$ cat config.mk
export PLATFORM = sky130hd
export DESIGN_NAME = hex_scan_display
export DESIGN_NICKNAME = d
export VERILOG_FILES = /design/src/rtl/hex_scan_display.sv
export SDC_FILE = /design/constraint.sdc
export NUM_CORES = 1
export LEC_CHECK = 0
export BUFFER_PORTS_ARGS = -buffer_cell sky130_fd_sc_hd__buf_2
export CAP_MARGIN = 0
export CORE_MARGIN = 2
export CORE_UTILIZATION = 48
export DETAILED_ROUTE_END_ITERATION = 7
export PLACE_DENSITY = 0.72
export SETUP_SLACK_MARGIN = 0.4
export SLEW_MARGIN = 20
export SYNTH_ARGS = -nofsm -noshare
export SYNTH_HDL_FRONTEND = slang
export SYNTH_SLANG_ARGS = --single-unit
export TNS_END_PERCENT = 30
$ cat constraint.sdc
create_clock -name clk -period 3.5 [get_ports clk]
set_input_delay 0.35 -clock clk [delete_from_list [all_inputs] [get_ports clk]]
set_output_delay 0.35 -clock clk [all_outputs]
set_load 0.01 [all_outputs]
$ cat src/rtl/hex_scan_display.sv
// Time-multiplexed seven-segment scanner: double-buffered hex word, per-digit
// enable/dp masks, one digit per slot with leading anti-ghost blanking.
module hex_scan_display #(
  parameter int DIGITS       = 8,
  parameter int CLK_DIV      = 100000,
  parameter int BLANK_CYCLES = 2
) (
  input  logic                  clk,
  input  logic                  rst_n,
  input  logic [4*DIGITS-1:0]   data,
  input  logic [DIGITS-1:0]     digit_en,
  input  logic [DIGITS-1:0]     dp,
  input  logic                  load,
  output logic [6:0]            hex,
  output logic                  hex_dp,
  output logic [DIGITS-1:0]     hex_on,
  output logic                  frame_done,
  output logic                  busy
);

  localparam int CW = (CLK_DIV > 1) ? $clog2(CLK_DIV) : 1;
  localparam int IW = (DIGITS > 1) ? $clog2(DIGITS) : 1;
  localparam logic [CW-1:0] CNT_LAST = CW'(CLK_DIV - 1);
  localparam logic [IW-1:0] IDX_LAST = IW'(DIGITS - 1);

  logic [CW-1:0]       count_q, count_d;
  logic [IW-1:0]       index_q, index_d;
  logic [4*DIGITS-1:0] pend_data_q, pend_data_d, disp_data_q, disp_data_d;
  logic [DIGITS-1:0]   pend_en_q, pend_en_d, disp_en_q, disp_en_d;
  logic [DIGITS-1:0]   pend_dp_q, pend_dp_d, disp_dp_q, disp_dp_d;
  logic                busy_q, busy_d;
  logic                frame_done_q, frame_done_d;
  logic [6:0]          hex_q, hex_d;
  logic                hex_dp_q, hex_dp_d;
  logic [DIGITS-1:0]   hex_on_q, hex_on_d;

  logic                slot_end, wrap;
  logic [3:0]          cur_nib;
  logic                cur_en, cur_dp;

  function automatic logic [6:0] enc(input logic [3:0] n);
    case (n)
      4'h0: enc = 7'h40;
      4'h1: enc = 7'h79;
      4'h2: enc = 7'h24;
      4'h3: enc = 7'h30;
      4'h4: enc = 7'h19;
      4'h5: enc = 7'h12;
      4'h6: enc = 7'h02;
      4'h7: enc = 7'h78;
      4'h8: enc = 7'h00;
      4'h9: enc = 7'h10;
      4'hA: enc = 7'h08;
      4'hB: enc = 7'h03;
      4'hC: enc = 7'h46;
      4'hD: enc = 7'h21;
      4'hE: enc = 7'h06;
      default: enc = 7'h0E;
    endcase
  endfunction

  always_comb begin
    slot_end = (count_q == CNT_LAST);
    wrap     = slot_end && (index_q == IDX_LAST);

    count_d = slot_end ? '0 : count_q + 1'b1;
    index_d = index_q;
    if (slot_end) index_d = (index_q == IDX_LAST) ? '0 : index_q + 1'b1;
    frame_done_d = wrap;

    pend_data_d = pend_data_q;
    pend_en_d   = pend_en_q;
    pend_dp_d   = pend_dp_q;
    disp_data_d = disp_data_q;
    disp_en_d   = disp_en_q;
    disp_dp_d   = disp_dp_q;
    busy_d      = busy_q;
    // A load landing on the wrap bypasses the pending stage entirely.
    if (wrap && load) begin
      disp_data_d = data;
      disp_en_d   = digit_en;
      disp_dp_d   = dp;
      busy_d      = 1'b0;
    end else if (wrap && busy_q) begin
      disp_data_d = pend_data_q;
      disp_en_d   = pend_en_q;
      disp_dp_d   = pend_dp_q;
      busy_d      = 1'b0;
    end else if (load) begin
      pend_data_d = data;
      pend_en_d   = digit_en;
      pend_dp_d   = dp;
      busy_d      = 1'b1;
    end

    cur_nib = '0;
    cur_en  = 1'b0;
    cur_dp  = 1'b0;
    for (int i = 0; i < DIGITS; i++) begin
      if (index_q == IW'(i)) begin
        cur_nib = disp_data_q[4*i +: 4];
        cur_en  = disp_en_q[i];
        cur_dp  = disp_dp_q[i];
      end
    end

    hex_on_d = '1;
    hex_d    = 7'h7F;
    hex_dp_d = 1'b1;
    if (int'(count_q) >= BLANK_CYCLES) begin
      for (int i = 0; i < DIGITS; i++) begin
        if (index_q == IW'(i)) hex_on_d[i] = ~cur_en;
      end
      if (cur_en) hex_d = enc(cur_nib);
      hex_dp_d = ~(cur_dp & cur_en);
    end
  end

  always_ff @(posedge clk or negedge rst_n) begin
    if (!rst_n) begin
      count_q      <= '0;
      index_q      <= '0;
      pend_data_q  <= '0;
      pend_en_q    <= '0;
      pend_dp_q    <= '0;
      disp_data_q  <= '0;
      disp_en_q    <= '0;
      disp_dp_q    <= '0;
      busy_q       <= 1'b0;
      frame_done_q <= 1'b0;
      hex_q        <= 7'h7F;
      hex_dp_q     <= 1'b1;
      hex_on_q     <= '1;
    end else begin
      count_q      <= count_d;
      index_q      <= index_d;
      pend_data_q  <= pend_data_d;
      pend_en_q    <= pend_en_d;
      pend_dp_q    <= pend_dp_d;
      disp_data_q  <= disp_data_d;
      disp_en_q    <= disp_en_d;
      disp_dp_q    <= disp_dp_d;
      busy_q       <= busy_d;
      frame_done_q <= frame_done_d;
      hex_q        <= hex_d;
      hex_dp_q     <= hex_dp_d;
      hex_on_q     <= hex_on_d;
    end
  end

  assign hex        = hex_q;
  assign hex_dp     = hex_dp_q;
  assign hex_on     = hex_on_q;
  assign frame_done = frame_done_q;
  assign busy       = busy_q;

endmodule

======== Word-level counts from Yosys, hierarchy flattened ========
Memories as Yosys holds them, arrays and structs flattened.
Cells that the tools add are included.
storage, ports and cells
  bits in registers ....................... 134
  memory bits (read-only) ................. 112
  bits of input ports ..................... 51
  memories kept ........................... 1
cells by class
  $add $sub $neg .......................... 2
  magnitude comparators ................... 1
  equal/unequal tests ..................... 8
  multiplexer cells ....................... 47
  bitwise logic cells ..................... 5
  reductions and logical operators ........ 7
memories
  memory            depth  bits a word  read ports  clocked after memory_dff  wr ports  RTL line  text
  (name not given)  16     7            1           0                         0         42        case (n)
operator list
  kind                     number
  $mux W32                 2
  $mux W8                  5
  $mux W4                  8
  $mux W1                  28
  $add A17 B1 Y17 const B  1
  $eq A17 B17 Y1 const B   1
  $ge A17 B2 Y1 const B    1
  $mux W17                 1
  $mux W7                  2
  $eq A3 B3 Y1 const B     4
  $eq A3 B2 Y1 const B     2
  $not A1 Y1               4
  $add A3 B1 Y3 const B    1
  $eq A3 B1 Y1 const B     1
  $logic_and A1 B1 Y1      3
  $logic_not A3 Y1         1
  $mux W3                  1
  $reduce_and A3 Y1        1
  $reduce_bool A3 Y1       1
  $reduce_bool A2 Y1       1
  $and A1 B1 Y1            1

======== Depth between registers and ports, before layout ========
  word-level depth ........................ 12
  gate-level depth with buffers ........... 15

======== Worst setup path before layout ========
No wires, ideal clock.
  kind .................................... reg2reg
  start point ............................. reg index_q[2]
  end point ............................... reg hex_q[3] (netlist: hex[3])
  setup time .............................. 0.079 ns
  data arrival time ....................... 3.191 ns
  slack ................................... 0.230 ns
  cell stages (with the launch flop) ...... 15
  path buffers ............................ 3
  cell sequence ........................... dfrtp_1 > buf_2 > clkbuf_1 > clkinv_1 > ha_1 > clkbuf_1 > or2_2 > a221oi_1 > o22ai_1 > a22oi_1 > inv_1 > ha_1 > o21ai_0 > a21oi_1 > o21ai_0
on the way
  word-level cells in the longest chain between the ends .. 12
  elaborated cells between the ends (all ways) .. 27
  classes of those cells .................. eq/ne (7); mux (18); reduce/logical (1); memory (1)
ends and longest elaborated chain
  item                      RTL line  text
  start: declaration        27        logic [IW-1:0] index_q, index_d;
  start signal: assignment  136       index_q <= index_d;
  $logic_not A3 Y1          100       if (index_q == IW'(i)) begin
  $mux W4 (8 in a row)      100
  $mem_v2 Z16 W7            n/a
  $mux W7 *                 114       if (cur_en) hex_d = enc(cur_nib);
  $mux W7 *                 110       if (int'(count_q) >= BLANK_CYCLES) begin
  via hex_d[3]              33        logic [6:0] hex_q, hex_d;
  end signal: assignment    131       hex_q <= 7'h7F;
  end signal: assignment    145       hex_q <= hex_d;
  end: declaration          33
Mark *: on every way through the listed nets, which the timed path passes. The rest lies on a longest branch.
A chain may end at the register's enable or synchronous reset.

======== Final worst setup path ========
  start point ............................. reg index_q[0]
  end point ............................... reg hex_q[6] (netlist: hex[6])
Same word-level chain as after synthesis.

==> impl_metrics.prom <==
# TYPE chip_impl_metric gauge
chip_impl_metric{name="hold_buffers",unit=""} 0
chip_impl_metric{name="post_synth.cell_area_avg",unit="um^2"} 10.6
chip_impl_metric{name="post-route-drc-count",unit=""} 0
chip_impl_metric{name="finalHoldViolCount",unit=""} 1
chip_impl_metric{name="finClkSkew",unit="ns"} 0.0101
chip_impl_metric{name="yosys_warnings",unit=""} 0
chip_impl_metric{name="antenna_cells",unit=""} 0
chip_impl_info{name="clock_tree_from_tritoncts",value="done"} 1
chip_impl_metric{name="tritoncts.num_buffers",unit=""} 17
chip_impl_metric{name="track_usage",unit="%"} 22.9
chip_impl_info{name="failed_checks",value="hold timing"} 1
chip_impl_metric{name="post_synth_num_cell_types",unit=""} 48
chip_impl_metric{name="chipWidth",unit="um"} 119
chip_impl_info{name="netlist_top_cells_area",value="sky130_fd_sc_hd__dfrtp_1, sky130_fd_sc_hd__o22ai_1, sky130_fd_sc_hd__dfstp_2, sky130_fd_sc_hd__a21oi_1, sky130_fd_sc_hd__mux2_2"} 1
chip_impl_info{name="critical_path.startpoint_type",value="flop"} 1
chip_impl_metric{name="insertion_delay",unit="ns"} 0.42
chip_impl_metric{name="initial_utilization",unit="%"} 49.5
chip_impl_metric{name="max-clock-path-buffers",unit=""} 2
chip_impl_metric{name="multi_input_comb_area",unit="um^2"} 2680
chip_impl_metric{name="port_buffers",unit=""} 68
chip_impl_metric{name="clock_transition_at_the_registers_of_the_reported_paths",unit="ns"} 0.06
chip_impl_metric{name="p_per_area",unit="nW/um^2"} 481
chip_impl_metric{name="combined_area_of_all_synthesized_cells",unit="um^2"} 6300
chip_impl_metric{name="ff2ff_setup_slack",unit="ns"} 0.51
chip_impl_metric{name="clkSinkCount",unit=""} 134
chip_impl_metric{name="detail_route.wl_per_cell",unit="um"} 18.6
chip_impl_metric{name="floorplan.io_pins",unit=""} 69
chip_impl_info{name="worstSetupEndpointType",value="flop"} 1
chip_impl_info{name="cts-root-buf",value="sky130_fd_sc_hd__clkbuf_16"} 1
chip_impl_metric{name="ant_nets",unit=""} 0
chip_impl_info{name="post_synth_most_frequent_cells",value="sky130_fd_sc_hd__dfrtp_1, sky130_fd_sc_hd__o22ai_1, sky130_fd_sc_hd__a21oi_1"} 1
chip_impl_metric{name="clock_tree.htree_level_count",unit=""} 4
chip_impl_metric{name="core",unit="um^2"} 12700
chip_impl_metric{name="die_area",unit="um^2"} 14100
chip_impl_metric{name="grt_pass1_vias",unit=""} 5101
chip_impl_metric{name="synth_largest_type_area_fraction",unit="%"} 46.9
chip_impl_metric{name="p_leak",unit="nW"} 3.27
chip_impl_metric{name="globalRouteOverflowTotal",unit=""} 0
chip_impl_metric{name="initialDrtViolationCount",unit=""} 541
chip_impl_metric{name="final_nets",unit=""} 729
chip_impl_metric{name="grt_max_degree",unit=""} 57
chip_impl_metric{name="final.period_utilization",unit="%"} 85.5
chip_impl_info{name="hold_path.class",value="input port to async pin"} 1
chip_impl_info{name="synth_top_area_cell",value="sky130_fd_sc_hd__dfrtp_1"} 1
chip_impl_metric{name="max_slew_margin_vs_limit",unit="%"} 49.4
chip_impl_metric{name="fraction_of_layout_cells_with_a_size_suffix_above_1",unit="%"} 26.1
chip_impl_metric{name="dpl-instance-area",unit="um^2"} 6830
chip_impl_metric{name="drt-pass1-iter-count",unit=""} 6
chip_impl_metric{name="max_freq",unit="GHz"} 0.334
chip_impl_info{name="worstSetupPathType",value="flop to flop"} 1
chip_impl_metric{name="worstMarginPinSlew",unit="ns"} 0.754
chip_impl_metric{name="setup_violations",unit=""} 0
chip_impl_metric{name="synth-seq-cells",unit=""} 134
chip_impl_metric{name="worst_ep_arrival_time",unit="ns"} 3.31
chip_impl_info{name="post-synth-top-count-cell",value="sky130_fd_sc_hd__dfrtp_1"} 1
chip_impl_metric{name="detailroute.via_count",unit=""} 5148
chip_impl_metric{name="drt_wl_total",unit="mm"} 15.8
chip_impl_metric{name="n_fill_cell",unit=""} 1081
chip_impl_metric{name="final_core_util",unit="%"} 59.0
chip_impl_metric{name="holdWs",unit="ns"} -0.00130
chip_impl_metric{name="core.rowCount",unit=""} 41
chip_impl_metric{name="layout_area_overhead",unit="%"} 19.3
chip_impl_metric{name="timing.setup.tns",unit="ns"} 0
chip_impl_metric{name="postSynthNetCount",unit=""} 659
chip_impl_metric{name="fraction_of_registers_with_async_set_reset",unit="%"} 100
chip_impl_metric{name="ir_worst_vdd",unit="mV"} 0.213
chip_impl_metric{name="worst-endpoint-required",unit="ns"} 3.81
chip_impl_info{name="yosys_most_used_dff",value="sky130_fd_sc_hd__dfrtp_1"} 1
chip_impl_metric{name="dpl.hpwl",unit="mm"} 10.3
chip_impl_metric{name="synth-edff-count",unit=""} 0
chip_impl_metric{name="place_congestion",unit=""} 0.902
chip_impl_metric{name="final-max-slew-violation-count",unit=""} 0
chip_impl_metric{name="route.detailed.vias_per_inst",unit=""} 6.06
chip_impl_metric{name="die_h",unit="um"} 119
chip_impl_metric{name="fin_area",unit="um^2"} 7510
chip_impl_metric{name="critPathMaxFanout",unit=""} 9
chip_impl_metric{name="grt_first_pass_wirelength",unit="mm"} 25.6
chip_impl_metric{name="sequential_cell_area",unit="um^2"} 3370
chip_impl_metric{name="antenna_found_initial",unit=""} 0
chip_impl_metric{name="synth_seq_area_share",unit="%"} 53.6
chip_impl_metric{name="cells_after_synthesis",unit=""} 594
chip_impl_info{name="grt_setup_unrepaired",value="no"} 1
chip_impl_info{name="run_status",value="complete, but fails checks"} 1
chip_impl_metric{name="timing.max_cap.violations",unit=""} 0
chip_impl_metric{name="finalCriticalPeriod",unit="ns"} 2.99
-- layout by cell type (no fill, tap or decap), drive strengths merged, types with 5 or more instances in the layout --
cell	Yosys	final
a21oi	72	72
buf	15	96
clkbuf	30	25
dfrtp	118	118
dfstp	16	16
ha	14	14
inv	15	14
mux2	48	48
nand2	33	33
nand3	14	14
nand3b	10	10
nor2	23	23
nor4	5	5
o21ai	24	24
o22ai	96	96
xnor2	5	5
xor2	8	8
-- final timing paths --
kind                             from         endpoint  depth (start not counted)
min                             rst_n   pend_data_q[9]                          1
min reg2reg                count_q[8]       count_q[8]                          1
min in group clk             data[23]  pend_data_q[23]                          2
max in group asynchronous       rst_n        hex_on[0]                          2
max reg2reg                index_q[0]           hex[6]                         13
max                        index_q[0]           hex[6]                         13
-- per-layer routing --
layer / GRT usage, % / share of wire (%)
met1: 28.9 / 43
met2: 37.6 / 50
met3: 5.07 / 4.2
met4: 10.6 / 2.9
met5: 0 / 0
-- through the flow --
stage	setup WS (ns)	total power [W]	instances
after floorplan	0.465	0.00173	594
after global placement	0.622	0.00181	809
after detailed placement	0.447	0.00183	809
after CTS	0.424	0.00364	841
after global routing	0.274	0.00373	849
final	0.507	0.00361	849
-- worst max-delay path, cell delays in order, from the launching register on --
cell and delay (ns):
sky130_fd_sc_hd__dfrtp_1 0.40, sky130_fd_sc_hd__ha_1 0.23, sky130_fd_sc_hd__ha_1 0.18, sky130_fd_sc_hd__buf_4 0.17, sky130_fd_sc_hd__or2_2 0.29, sky130_fd_sc_hd__a221oi_1 0.26
sky130_fd_sc_hd__o22ai_1 0.16, sky130_fd_sc_hd__a22oi_2 0.22, sky130_fd_sc_hd__buf_4 0.16, sky130_fd_sc_hd__ha_1 0.20, sky130_fd_sc_hd__inv_1 0.06, sky130_fd_sc_hd__nor2_1 0.22
sky130_fd_sc_hd__a21oi_1 0.09, sky130_fd_sc_hd__o221ai_1 0.24
-- repair_timing --
action / in CTS / in global routing
endpoints found under the setup margin: 0 / 4
resized for setup: 0 / 1
endpoints found under the hold margin: 0 / 0
buffers inserted: 0 / 8
-- final cells by class --
class	instances	share of cell area, %
sequential	134	44.9
multi-input combinational	399	35.7
timing repair buffer	96	7.53
clock buffer	25	7.00
tap	172	2.86
clock inverter	7	1.20
inverter	16	0.849
-- logic make-up after synthesis --
family          after synthesis  synth area share (%)
xor+xnor                     13                  1.81
fa+ha+maj                    14                  2.78
mux                          49                  8.74
simple gates                107                  8.64
flops                       134                  53.6
buf+inv                      61                  4.07
compound gates              216                  20.4
-- state kept, by name, indices dropped and copies added (netlist names), 3 cells and up --
signal and count:
pend_data_q 32, pend_dp_q 8, pend_en_q 8, index_q 3, count_q 17, hex 7
disp_dp_q 8, disp_data_q 32, disp_en_q 8, hex_on 8
-- power breakdown --
part	switching (W)	internal [W]	total, W	leakage, nW
registers	0.0000301	0.00161	0.00164	1.69
logic	0.0000859	0.0000772	0.000163	1.28
clock network	0.000637	0.00118	0.00181	0.301
No activity file was read; power rests on OpenSTA's default activity.
